$ cat config.mk
export PLATFORM = sky130hd
export DESIGN_NAME = pipe_stage_reg
export DESIGN_NICKNAME = d
export VERILOG_FILES = /design/src/rtl/pipe_stage_reg_pkg.sv /design/src/rtl/pipe_stage_reg_sat_counter.sv /design/src/rtl/pipe_stage_reg.sv
export SDC_FILE = /design/constraint.sdc
export NUM_CORES = 1
export LEC_CHECK = 0
export ABC_AREA = 1
export CAP_MARGIN = 10
export CORE_ASPECT_RATIO = 0.75
export CORE_MARGIN = 1.5
export CORE_UTILIZATION = 31
export DETAILED_ROUTE_END_ITERATION = 12
export RECOVER_POWER = 25
export SETUP_SLACK_MARGIN = 0.3
export SYNTH_ARGS = -nofsm -noshare
export SYNTH_HDL_FRONTEND = slang
export SYNTH_SLANG_ARGS = --single-unit
$ cat constraint.sdc
create_clock -name clk -period 3.9 [get_ports clk]
set_clock_uncertainty 0.1 [all_clocks]
set_input_delay 0.78 -clock clk [delete_from_list [all_inputs] [get_ports clk]]
set_output_delay 0.78 -clock clk [all_outputs]
set_load 0.05 [all_outputs]
$ cat src/rtl/pipe_stage_reg_pkg.sv
// pipe_stage_reg_pkg: shared CPU constants, stall-vector stage indices and the stage action decode.
package pipe_stage_reg_pkg;
   localparam int CPU_XLEN    = 32;
   localparam int CPU_RADDR_W = 5;
   localparam int CPU_ALUOP_W = 8;
   localparam int CPU_ALUOP_NOP = 0;
   localparam int STG_EX = 3;
   localparam int STG_WB = 5;
   typedef enum logic [1:0] {ACT_LOAD, ACT_FLUSH, ACT_BUBBLE, ACT_HOLD} stage_act_e;
   // A stopped downstream always wins, so a flush waits until it releases.
   function automatic stage_act_e stage_action(input logic stop_up, input logic stop_dn, input logic flush);
      return stop_dn ? ACT_HOLD : flush ? ACT_FLUSH : stop_up ? ACT_BUBBLE : ACT_LOAD;
   endfunction
endpackage

$ cat src/rtl/pipe_stage_reg_sat_counter.sv
// sat_counter: saturating event counter with synchronous clear that overrides increment.
module sat_counter #(
   parameter int CNT_W = 16
) (
   input  logic             clk,
   input  logic             rst,
   input  logic             i_inc,
   input  logic             i_clr,
   output logic [CNT_W-1:0] o_cnt
);
   logic [CNT_W-1:0] r_cnt;
   always_ff @(posedge clk)
      if (rst || i_clr) r_cnt <= '0;
      else if (i_inc && !(&r_cnt)) r_cnt <= r_cnt + 1'b1;
   assign o_cnt = r_cnt;
endmodule

$ cat src/rtl/pipe_stage_reg.sv
// pipe_stage_reg: inter-stage pipeline register with flush, bubble/stall statistics and a bypass port.
module pipe_stage_reg
   import pipe_stage_reg_pkg::*;
#(
   parameter int STAGE_IDX = STG_EX,
   parameter int STALL_W   = STG_WB + 1,
   parameter int XLEN      = CPU_XLEN,
   parameter int RADDR_W   = CPU_RADDR_W,
   parameter int ALUOP_W   = CPU_ALUOP_W,
   parameter int ALUOP_NOP = CPU_ALUOP_NOP,
   parameter int CNT_W     = 16
) (
   input  logic               clk,
   input  logic               rst,
   input  logic [STALL_W-1:0] i_stall,
   input  logic               i_flush,
   input  logic               i_stat_clr,
   input  logic               i_valid,
   input  logic [RADDR_W-1:0] i_wd,
   input  logic               i_wreg,
   input  logic [XLEN-1:0]    i_wdata,
   input  logic [ALUOP_W-1:0] i_aluop,
   input  logic [XLEN-1:0]    i_mem_addr,
   input  logic [XLEN-1:0]    i_reg2,
   input  logic [XLEN-1:0]    i_pc,
   input  logic               i_is_load,
   output logic               o_valid,
   output logic [RADDR_W-1:0] o_wd,
   output logic               o_wreg,
   output logic [XLEN-1:0]    o_wdata,
   output logic [ALUOP_W-1:0] o_aluop,
   output logic [XLEN-1:0]    o_mem_addr,
   output logic [XLEN-1:0]    o_reg2,
   output logic [XLEN-1:0]    o_pc,
   output logic               o_is_load,
   output logic               o_fwd_valid,
   output logic [RADDR_W-1:0] o_fwd_wd,
   output logic [XLEN-1:0]    o_fwd_wdata,
   output logic               o_fwd_load_busy,
   output logic [CNT_W-1:0]   o_stat_stalls,
   output logic [CNT_W-1:0]   o_stat_bubbles
);
   if (STAGE_IDX + 1 >= STALL_W) begin : g_bad_stage
      $error("pipe_stage_reg: STAGE_IDX+1 must be below STALL_W");
   end
   logic       w_s, w_s1, w_bub;
   stage_act_e w_act;
   logic               r_valid, r_wreg, r_is_load;
   logic [RADDR_W-1:0] r_wd;
   logic [XLEN-1:0]    r_wdata, r_mem_addr, r_reg2, r_pc;
   logic [ALUOP_W-1:0] r_aluop;
   assign w_s  = i_stall[STAGE_IDX];
   assign w_s1 = i_stall[STAGE_IDX+1];
   always_comb w_act = stage_action(w_s, w_s1, i_flush);
   // An empty upstream slot loads as a bubble but is not counted as one.
   assign w_bub = w_act == ACT_FLUSH || w_act == ACT_BUBBLE || (w_act == ACT_LOAD && !i_valid);
   always_ff @(posedge clk)
      if (rst || (w_act != ACT_HOLD && w_bub)) begin
         r_valid    <= 1'b0;
         r_wd       <= '0;
         r_wreg     <= 1'b0;
         r_wdata    <= '0;
         r_aluop    <= ALUOP_W'(ALUOP_NOP);
         r_mem_addr <= '0;
         r_reg2     <= '0;
         r_pc       <= '0;
         r_is_load  <= 1'b0;
      end else if (w_act == ACT_LOAD) begin
         r_valid    <= 1'b1;
         r_wd       <= i_wd;
         r_wreg     <= i_wreg;
         r_wdata    <= i_wdata;
         r_aluop    <= i_aluop;
         r_mem_addr <= i_mem_addr;
         r_reg2     <= i_reg2;
         r_pc       <= i_pc;
         r_is_load  <= i_is_load;
      end
   sat_counter #(.CNT_W(CNT_W)) u_stalls (
      .clk(clk), .rst(rst), .i_inc(w_act == ACT_HOLD), .i_clr(i_stat_clr), .o_cnt(o_stat_stalls)
   );
   sat_counter #(.CNT_W(CNT_W)) u_bubbles (
      .clk(clk), .rst(rst), .i_inc(w_act == ACT_FLUSH || w_act == ACT_BUBBLE), .i_clr(i_stat_clr),
      .o_cnt(o_stat_bubbles)
   );
   assign o_valid         = r_valid;
   assign o_wd            = r_wd;
   assign o_wreg          = r_wreg;
   assign o_wdata         = r_wdata;
   assign o_aluop         = r_aluop;
   assign o_mem_addr      = r_mem_addr;
   assign o_reg2          = r_reg2;
   assign o_pc            = r_pc;
   assign o_is_load       = r_is_load;
   assign o_fwd_valid     = r_valid && r_wreg && !r_is_load && r_wd != '0;
   assign o_fwd_wd        = r_wd;
   assign o_fwd_wdata     = r_wdata;
   assign o_fwd_load_busy = r_valid && r_is_load && r_wreg && r_wd != '0;
`ifndef SYNTHESIS
   // Downstream stopped while upstream runs would drop an instruction.
   a_stall_order: assert property (@(posedge clk) disable iff (rst) !(w_s1 && !w_s));
`endif
endmodule

==> metrics list, run 1 <==
- Worst voltage drop across the vdd grid: 0.251 mV
- Of the total synthesized cell area, the portion taken by AND, OR, NAND and NOR gates is 28.0%.
- CTS built an H-tree with a depth of 4.
* Postcts setup bufs: 0
* Seq cells post-synth: 176
- Die Span Y: 137 um
- In this run the worst setup path begins at o_fwd_wd[1]$_SDFFE_PP0N_.
* DRT Wirelength: 24700 um
* Area enclosed by the die boundary: 24900 um^2
- Buffer type at the clock tree root: sky130_fd_sc_hd__clkbuf_16
- Setup total negative slack on the finished layout was measured at 0 ns.
- Average via count per standard cell: 4.50
- Final cell area excluding filler cells: 11600 um^2
- Cells fill 49.8% of the core in the end.
- Aggregate global routing overflow: 0
- Cell leakage power: 4.10 nW
- STA puts the critical path data arrival time at 2.01 ns.
- sky130_fd_sc_hd__dfxtp_1 takes more of the synthesized area than any other cell.
* Area share of the leading cell type in the synthesized netlist: 47.4%
- Prior to clock tree synthesis, the placed netlist has a worst setup slack of 0.633 ns.
- Layout cells sized above 1: 9.33%
- Crit path time final: 2.89 ns
- Max Cap Violations: 0
- The slowest stage of the critical path belongs to the cell sky130_fd_sc_hd__clkdlybuf4s50_1.
* DP HPWL: 17400 um
* Met3 usage: 5.69%
- The number of nets handed over by synthesis was 1139.
- Global routing consumed, on the met2 layer, 30.7% of the routing resources.
- Most common cell in the synthesized netlist: sky130_fd_sc_hd__nand2_1
- The worst pin sits at a relative slew slack of 44.5%.
* Net count reported at finish: 1442
- Via count of the routed design: 7188
* Run status: finished, final reports clean
- Period Utilization, post-route: 74.0%
- By startpoint and endpoint, the worst setup path is classified as flop to primary output.
- Of all nets on the critical path, the largest fanout is 4.
- Worst R2R Start: u_stalls.o_cnt[1]$_SDFFE_PP0P_
- For this run, the detailed router's first-pass iteration total came to 4.
- Inserted Clock Buffers: 17
- Placement Cell Area: 11000 um^2
- The worst setup path is launched from a flop.
- In the routed design, unresolved DRC markers number 0.
- Of the total synthesized cell area, the portion taken by XOR and XNOR cells is 0.236%.
* Worst slew pin tran: 0.833 ns
- Final number of hold-violating endpoints: 0
* Dominant delay contributor by cell family on the critical path: buffers and inverters
- STA classifies the critical path endpoint as a primary output.
- Final instance count without filler cells: 1597
* Number of hold buffers added after CTS: 0
- In the synthesized netlist the dominant register cell turns out to be sky130_fd_sc_hd__dfxtp_1.
* CP Cell Sequence: nor3_1 > nand2_1 > nand4_1 > inv_1 > clkdlybuf4s50_1
* Adder and majority gate portion of the synthesized area: 0.674%
* Upper clock frequency limit: 0.346 GHz
* Max-slew violation count: 0
- Entering global routing, the biggest net connects 145 pins.
- Relative to the synthesized area, the layout overhead comes to 55.8%.
- The initialized floorplan defines 48 standard-cell rows.
- For this configuration, the core starts out at a cell density of 32.0%.
- Synthesis warning total: 0
- The synthesized design contains 0 enable-type register cells.
* Power density relative to cell area: 357 nW/um^2
* Count of antenna-violating nets left after detailed routing: 0
* Number of buffer and inverter stages on the critical path: 2
* Number of global-route vias before repair: 6613
- Number of antenna violations at the first check in global routing: 0
* Count of cell types in the netlist: 28
- Most instantiated cells after synthesis: sky130_fd_sc_hd__nand2_1, sky130_fd_sc_hd__dfxtp_1, sky130_fd_sc_hd__a21oi_1
- Multiplexer fraction of the synthesized cell area: 0%
- met2 is the most crowded layer.
* Combined global-route utilization of all metal layers: 19.4%
* Hold Crit Class: flop to flop
* Main combinational cell family by area after synthesis: simple AND/OR/NAND/NOR gates
* Count of fill cells added during filler insertion: 2298
- The longest clock path from root to sink contains 2 buffers.
* Total power: 4.13 mW
- The first routing iteration left 400 violations.
- Wire per inst: 15.5 um
- The die is 182 um wide.
* Global-route wire length before repair: 37500 um
* Main area contributors after synthesis: sky130_fd_sc_hd__dfxtp_1, sky130_fd_sc_hd__nand2_1, sky130_fd_sc_hd__a21oi_1
- For the worst-skew pair, the clock arrives at the later sink with an insertion delay of 0.43 ns.
- Setup slack after layout: 1.01 ns
- Synth Area in Compound Gates: 14.6%
* Final setup viols: 0
* Share of the yosys chip area belonging to registers: 47.4%
* Post-Syn Area per Cell: 7.57 um^2
- Number of buffers inserted by port buffering: 364
* Data required time of the worst path: 3.02 ns
- The repair_antennas step left the layout with diodes totalling 0.
- After clock tree synthesis, the clock-pin slew on the worst setup and hold paths is 0.07 ns.
* RePlAce Congestion: 0.791
- Boundary Pins: 369
- The tightest hold path in the finished design has a slack of 0.357 ns.
- Of all flip-flops after synthesis, the portion carrying an async set or reset was 0%.
- Gates resized, CTS repair: 0
* TritonCTS clock tree: yes
- Count of mapped cells out of synthesis: 981
- Mapped Area: 7430 um^2
- Core Box Area: 23200 um^2
* Met1 GRT Util: 25.7%
- Hold_sp: o_pc[10]$_SDFFE_PP0N_
- The number of placed instances, taps included, is 1565.
- Clock net sink count: 176
- Setup repair after global routing missed its margin: false
* Delay contributed by the slowest stage of the critical path: 0.80 ns
==> worst reg2reg max path, stage by stage (launching register included) <==
cell and delay, ns:
sky130_fd_sc_hd__dfxtp_1 0.39, sky130_fd_sc_hd__ha_1 0.23, sky130_fd_sc_hd__nand3_2 0.18, sky130_fd_sc_hd__nor2_1 0.24, sky130_fd_sc_hd__nand2_1 0.15, sky130_fd_sc_hd__nor2_1 0.22, sky130_fd_sc_hd__nand3_1 0.11, sky130_fd_sc_hd__a21oi_1 0.15
==> path summary, 6_finish.rpt <==
path | end | slack, ns | cells past startpoint
worst max-delay path | o_fwd_valid | 1.01 | 5
worst min-delay path | o_pc[10]$_SDFFE_PP0N_ | 0.36 | 2
worst max register to register | u_stalls.o_cnt[12]$_SDFFE_PP0P_ | 2.04 | 7
worst min register to register | o_pc[10]$_SDFFE_PP0N_ | 0.36 | 2
==> layout make-up <==
cell class | instances | area (um^2) | share of cell area, %
repair buffers | 371 | 3750 | 32.4
flip-flops and latches | 176 | 3520 | 30.4
multi-input cells | 684 | 3220 | 27.9
clock buffers | 18 | 439 | 3.80
well taps | 300 | 375 | 3.24
clock inverters | 14 | 133 | 1.15
inverters | 34 | 130 | 1.12
==> power breakdown <==
group / switching [mW] / total, mW / internal [mW]
combinational: 0.344 / 0.591 / 0.247
sequential: 0.0237 / 1.86 / 1.83
clock: 0.769 / 1.68 / 0.909
==> placed cells by master (no fill, tap or decap), types with 2 or more instances in the layout <==
| master | count |
|---|---|
| sky130_fd_sc_hd__a21oi_1 | 106 |
| sky130_fd_sc_hd__a21oi_2 | 60 |
| sky130_fd_sc_hd__buf_12 | 4 |
| sky130_fd_sc_hd__buf_4 | 3 |
| sky130_fd_sc_hd__clkbuf_16 | 17 |
| sky130_fd_sc_hd__clkdlybuf4s50_1 | 297 |
| sky130_fd_sc_hd__clkinv_2 | 3 |
| sky130_fd_sc_hd__clkinv_4 | 3 |
| sky130_fd_sc_hd__clkinvlp_4 | 2 |
| sky130_fd_sc_hd__dfxtp_1 | 176 |
| sky130_fd_sc_hd__dlygate4sd3_1 | 67 |
| sky130_fd_sc_hd__ha_1 | 4 |
| sky130_fd_sc_hd__inv_1 | 27 |
| sky130_fd_sc_hd__inv_2 | 6 |
| sky130_fd_sc_hd__inv_6 | 4 |
| sky130_fd_sc_hd__nand2_1 | 370 |
| sky130_fd_sc_hd__nand2_2 | 4 |
| sky130_fd_sc_hd__nand3_1 | 29 |
| sky130_fd_sc_hd__nand3_2 | 2 |
| sky130_fd_sc_hd__nand3b_1 | 3 |
| sky130_fd_sc_hd__nand4_1 | 5 |
| sky130_fd_sc_hd__nor2_1 | 77 |
| sky130_fd_sc_hd__nor2_2 | 2 |
| sky130_fd_sc_hd__nor2_4 | 5 |
| sky130_fd_sc_hd__nor3_1 | 6 |
| sky130_fd_sc_hd__o21ai_0 | 3 |
| sky130_fd_sc_hd__o21ai_1 | 2 |
| sky130_fd_sc_hd__xor2_1 | 2 |
==> cell families (layout without fill, tap and decap cells) <==
group | Yosys count | in the layout
compound gates | 171 | 171
xor+xnor | 2 | 2
fa+ha+maj | 4 | 4
flops | 176 | 176
buf+inv | 121 | 437
simple gates | 507 | 507
==> layer usage <==
layer	vias up	wire length, um
met4	0	248
met3	16	1700
met1	3268	11300
li1	3692	-
met2	212	11500
met5	-	0
==> registers in the layout (all words and copies together), names as in the netlist <==
signal           cells
o_wreg               1
o_mem_addr          32
o_valid              1
o_aluop              8
u_stalls.o_cnt      16
o_fwd_wdata         32
o_reg2              32
o_pc                32
o_is_load            1
o_fwd_wd             5
u_bubbles.o_cnt     16
Note: power is estimated with default switching activity, not from simulation.
==> run 2: changes to the inputs <==
==> constraint.sdc (replaced) <==
create_clock -name clk -period 2.9 [get_ports clk]
set_clock_uncertainty 0.1 [all_clocks]
set_input_delay 0.58 -clock clk [delete_from_list [all_inputs] [get_ports clk]]
set_output_delay 0.58 -clock clk [all_outputs]
set_load 0.05 [all_outputs]
==> run 2 against run 1 <==
Effect of this change: critical path depth rose by 3; worst setup slack got worse by 0.63 ns; sequential share of layout area rose by 0.26 points; non-clock buffer count rose by 2; die area did not move; clock-buffer cell count did not move; power rose by 36%; via count rose by 1.1%; critical endpoint is now o_pc[24]$_SDFFE_PP0N_; largest cell class unchanged.
==> metrics list, run 2 (synthesis results as in run 1) <==
* Global-route wire length before repair: 37300 um
- The min-delay analysis places its worst path in the category flop to flop.
- After filler insertion, the fill cell instance count of the layout stands at 2301.
- Entering global routing, the biggest net connects 145 pins.
- After detailed routing, the met2 layer carries 11500 um of wire.
- The run finished with clean final reports.
- Clock-pin slew was measured on the worst setup and hold paths at 0.07 ns.
- CTS built an H-tree with a depth of 4.
- Power density relative to cell area: 489 nW/um^2
- Upper clock frequency limit: 0.397 GHz
- DRT Wirelength: 24800 um
- The die is 137 um tall.
- TritonCTS built the clock tree.
- CP Cell Sequence: dlygate4sd3_1 > inv_1 > a21oi_1 > ha_1 > o21ai_0 > nand2_8 > buf_12 > a21oi_1
- The number of buffers and inverters on the critical path is 3.
- Highest metal layer with signal wires: met4
- Combined global-route utilization of all metal layers: 19.4%
- Summed over all cells, the static leakage comes to 3.88 nW.
* Crit path time final: 2.52 ns
- Startpoint class of the critical path: input port
- Met3 wire length: 1550 um
- Setup repair after global routing left no endpoint under its margin.
* RePlAce Congestion: 0.804
- Max-cap violations in this run came to 0.
- Clock net sink count: 176
- Delay contributed by the slowest stage of the critical path: 0.54 ns
- The final number of max-transition violations is 0.
- 0 antenna diodes ended up in the layout.
* Final cell area excluding filler cells: 11500 um^2
- After the last flow step, the layout net total stands at 1444.
* Count of antenna-violating nets left after detailed routing: 0
* Most common cell after layout, fill and taps aside: sky130_fd_sc_hd__nand2_1
* Worst slew pin tran: 0.772 ns
- Core Box Area: 23200 um^2
* Total power: 5.61 mW
* Critical setup path kind: input port to flop
- Grouping stages by cell kind, the critical path spends the most delay in compound AO/OA/AOI/OAI gates.
- Across all layers, the routed design uses 7265 vias.
- Row cnt: 48
* Placement Cell Area: 11100 um^2
- Among all stages on the critical path, the largest delay is contributed by sky130_fd_sc_hd__dlygate4sd3_1.
- Setup slack after layout: 0.379 ns
* Number of global-route vias before repair: 6610
* Clock latency on the worst-skew pair: 0.44 ns
- M1 WL: 11300 um
- Setup violations remaining at the end of the flow were counted as 0.
- Inserted Clock Buffers: 17
- The die covers 24900 um^2.
* Number of optimization iterations in the first detailed-route pass: 5
- 369 I/O pins were placed.
* Starting Density: 32.0%
- Prior to clock tree synthesis, the placed netlist has a worst setup slack of 0.203 ns.
- In the final routed layout, each cell accounts on average for 15.5 um.
- Critical Path AT: 2.79 ns
- Counting along the longest clock path gives a buffer depth of 2.
- Maximum fanout count along the critical path: 48
* Number of antenna violations at the first check in global routing: 0
- Measured against its own limit, the worst slew margin works out to 48.5%.
- In this run the tool buffered the top-level ports with 364 buffer cells.
- In the routed design, unresolved DRC markers number 0.
* Violation count after the first detailed-route iteration: 358
- CP dominant cell by count: sky130_fd_sc_hd__a21oi_1
- Buffer type at the clock tree root: sky130_fd_sc_hd__clkbuf_16
- VDD sags by at most 0.338 mV.
* Final number of hold-violating endpoints: 0
- Cells with a size suffix above 1 make up 7.08% of the layout.
- Final setup TNS: 0 ns
- Postcts setup bufs: 0
* Horizontal die dimension: 182 um
- Area delta synth->final: 54.5%
* DP HPWL: 17500 um
- Aggregate global routing overflow: 0
- Using the TritonRoute via totals, the vias-per-cell ratio works out to 4.54.
- Period Utilization, post-route: 86.9%
- Kind of capture point of the worst setup path: flop
- Data required time of the worst path: 3.17 ns
- Commonest cells after routing, fill and taps aside: sky130_fd_sc_hd__nand2_1, sky130_fd_sc_hd__clkdlybuf4s50_1, sky130_fd_sc_hd__dfxtp_1
## run 2: cell types whose count changed in the layout (fill, tap and decap cells not counted), moves of 2 or more
cell                              before  now
sky130_fd_sc_hd__dlygate4sd2_1         0    2
sky130_fd_sc_hd__dlygate4sd3_1        67    1
sky130_fd_sc_hd__clkbuf_1              0    2
sky130_fd_sc_hd__clkdlybuf4s50_1     297  361
sky130_fd_sc_hd__a21oi_1             106  133
sky130_fd_sc_hd__a21oi_2              60   33
## run 2: worst paths after layout
check	startpoint	endpoint	slack [ns]	cells after the start
max reg2reg	u_bubbles.o_cnt[0]$_SDFFE_PP0P_	u_bubbles.o_cnt[15]$_SDFFE_PP0P_	0.72	6
max	i_flush	o_pc[24]$_SDFFE_PP0N_	0.38	8
min	o_pc[19]$_SDFFE_PP0N_	o_pc[19]$_SDFFE_PP0N_	0.36	2
min reg2reg	o_pc[19]$_SDFFE_PP0N_	o_pc[19]$_SDFFE_PP0N_	0.36	2
## run 2: routing by layer
layer / vias to the layer above / global-route usage, %
met5: - / 0
met4: 0 / 6.81
met3: 25 / 6.09
met2: 226 / 30.6
met1: 3307 / 25.1
li1: 3707 / -
## run 2: metrics by stage
stage               std cells  utilization [%]  hold slack [ns]
detailed placement       1567             47.6            0.354
global route             1599             49.4            0.380
floorplan                 981                -            0.586
global placement         1567             47.6            0.347
CTS                      1599             50.1            0.365
finish                   1599             49.4            0.359
## run 2: power breakdown
group	leakage [nW]	internal (mW)	total (mW)	switching, mW
combinational	2.17	0.339	0.795	0.455
sequential	1.42	2.47	2.50	0.0327
clock	0.286	1.28	2.32	1.03
## run 2: final cells by class
class | count | area (um^2) | share of cell area, %
Multi-Input combinational cell | 684 | 3100 | 27.0
Inverter | 34 | 130 | 1.13
Timing Repair Buffer | 373 | 3760 | 32.8
Clock buffer | 18 | 429 | 3.74
Sequential cell | 176 | 3520 | 30.7
Clock inverter | 14 | 156 | 1.36
Tap cell | 300 | 375 | 3.27
## run 2: repair_timing
action | CTS | global route
resized for setup | 2 | 0
hold buffers | 0 | 0
setup endpoints to repair | 2 | 0
## run 2: worst register-to-register path, cell delays in order (launching register included)
cell                      delay (ns)
sky130_fd_sc_hd__dfxtp_1        0.40
sky130_fd_sc_hd__ha_1           0.24
sky130_fd_sc_hd__nand2_1        0.07
sky130_fd_sc_hd__nor2_1         0.25
sky130_fd_sc_hd__nand4_1        0.60
sky130_fd_sc_hd__a21oi_1        0.34
sky130_fd_sc_hd__nor2_1         0.07
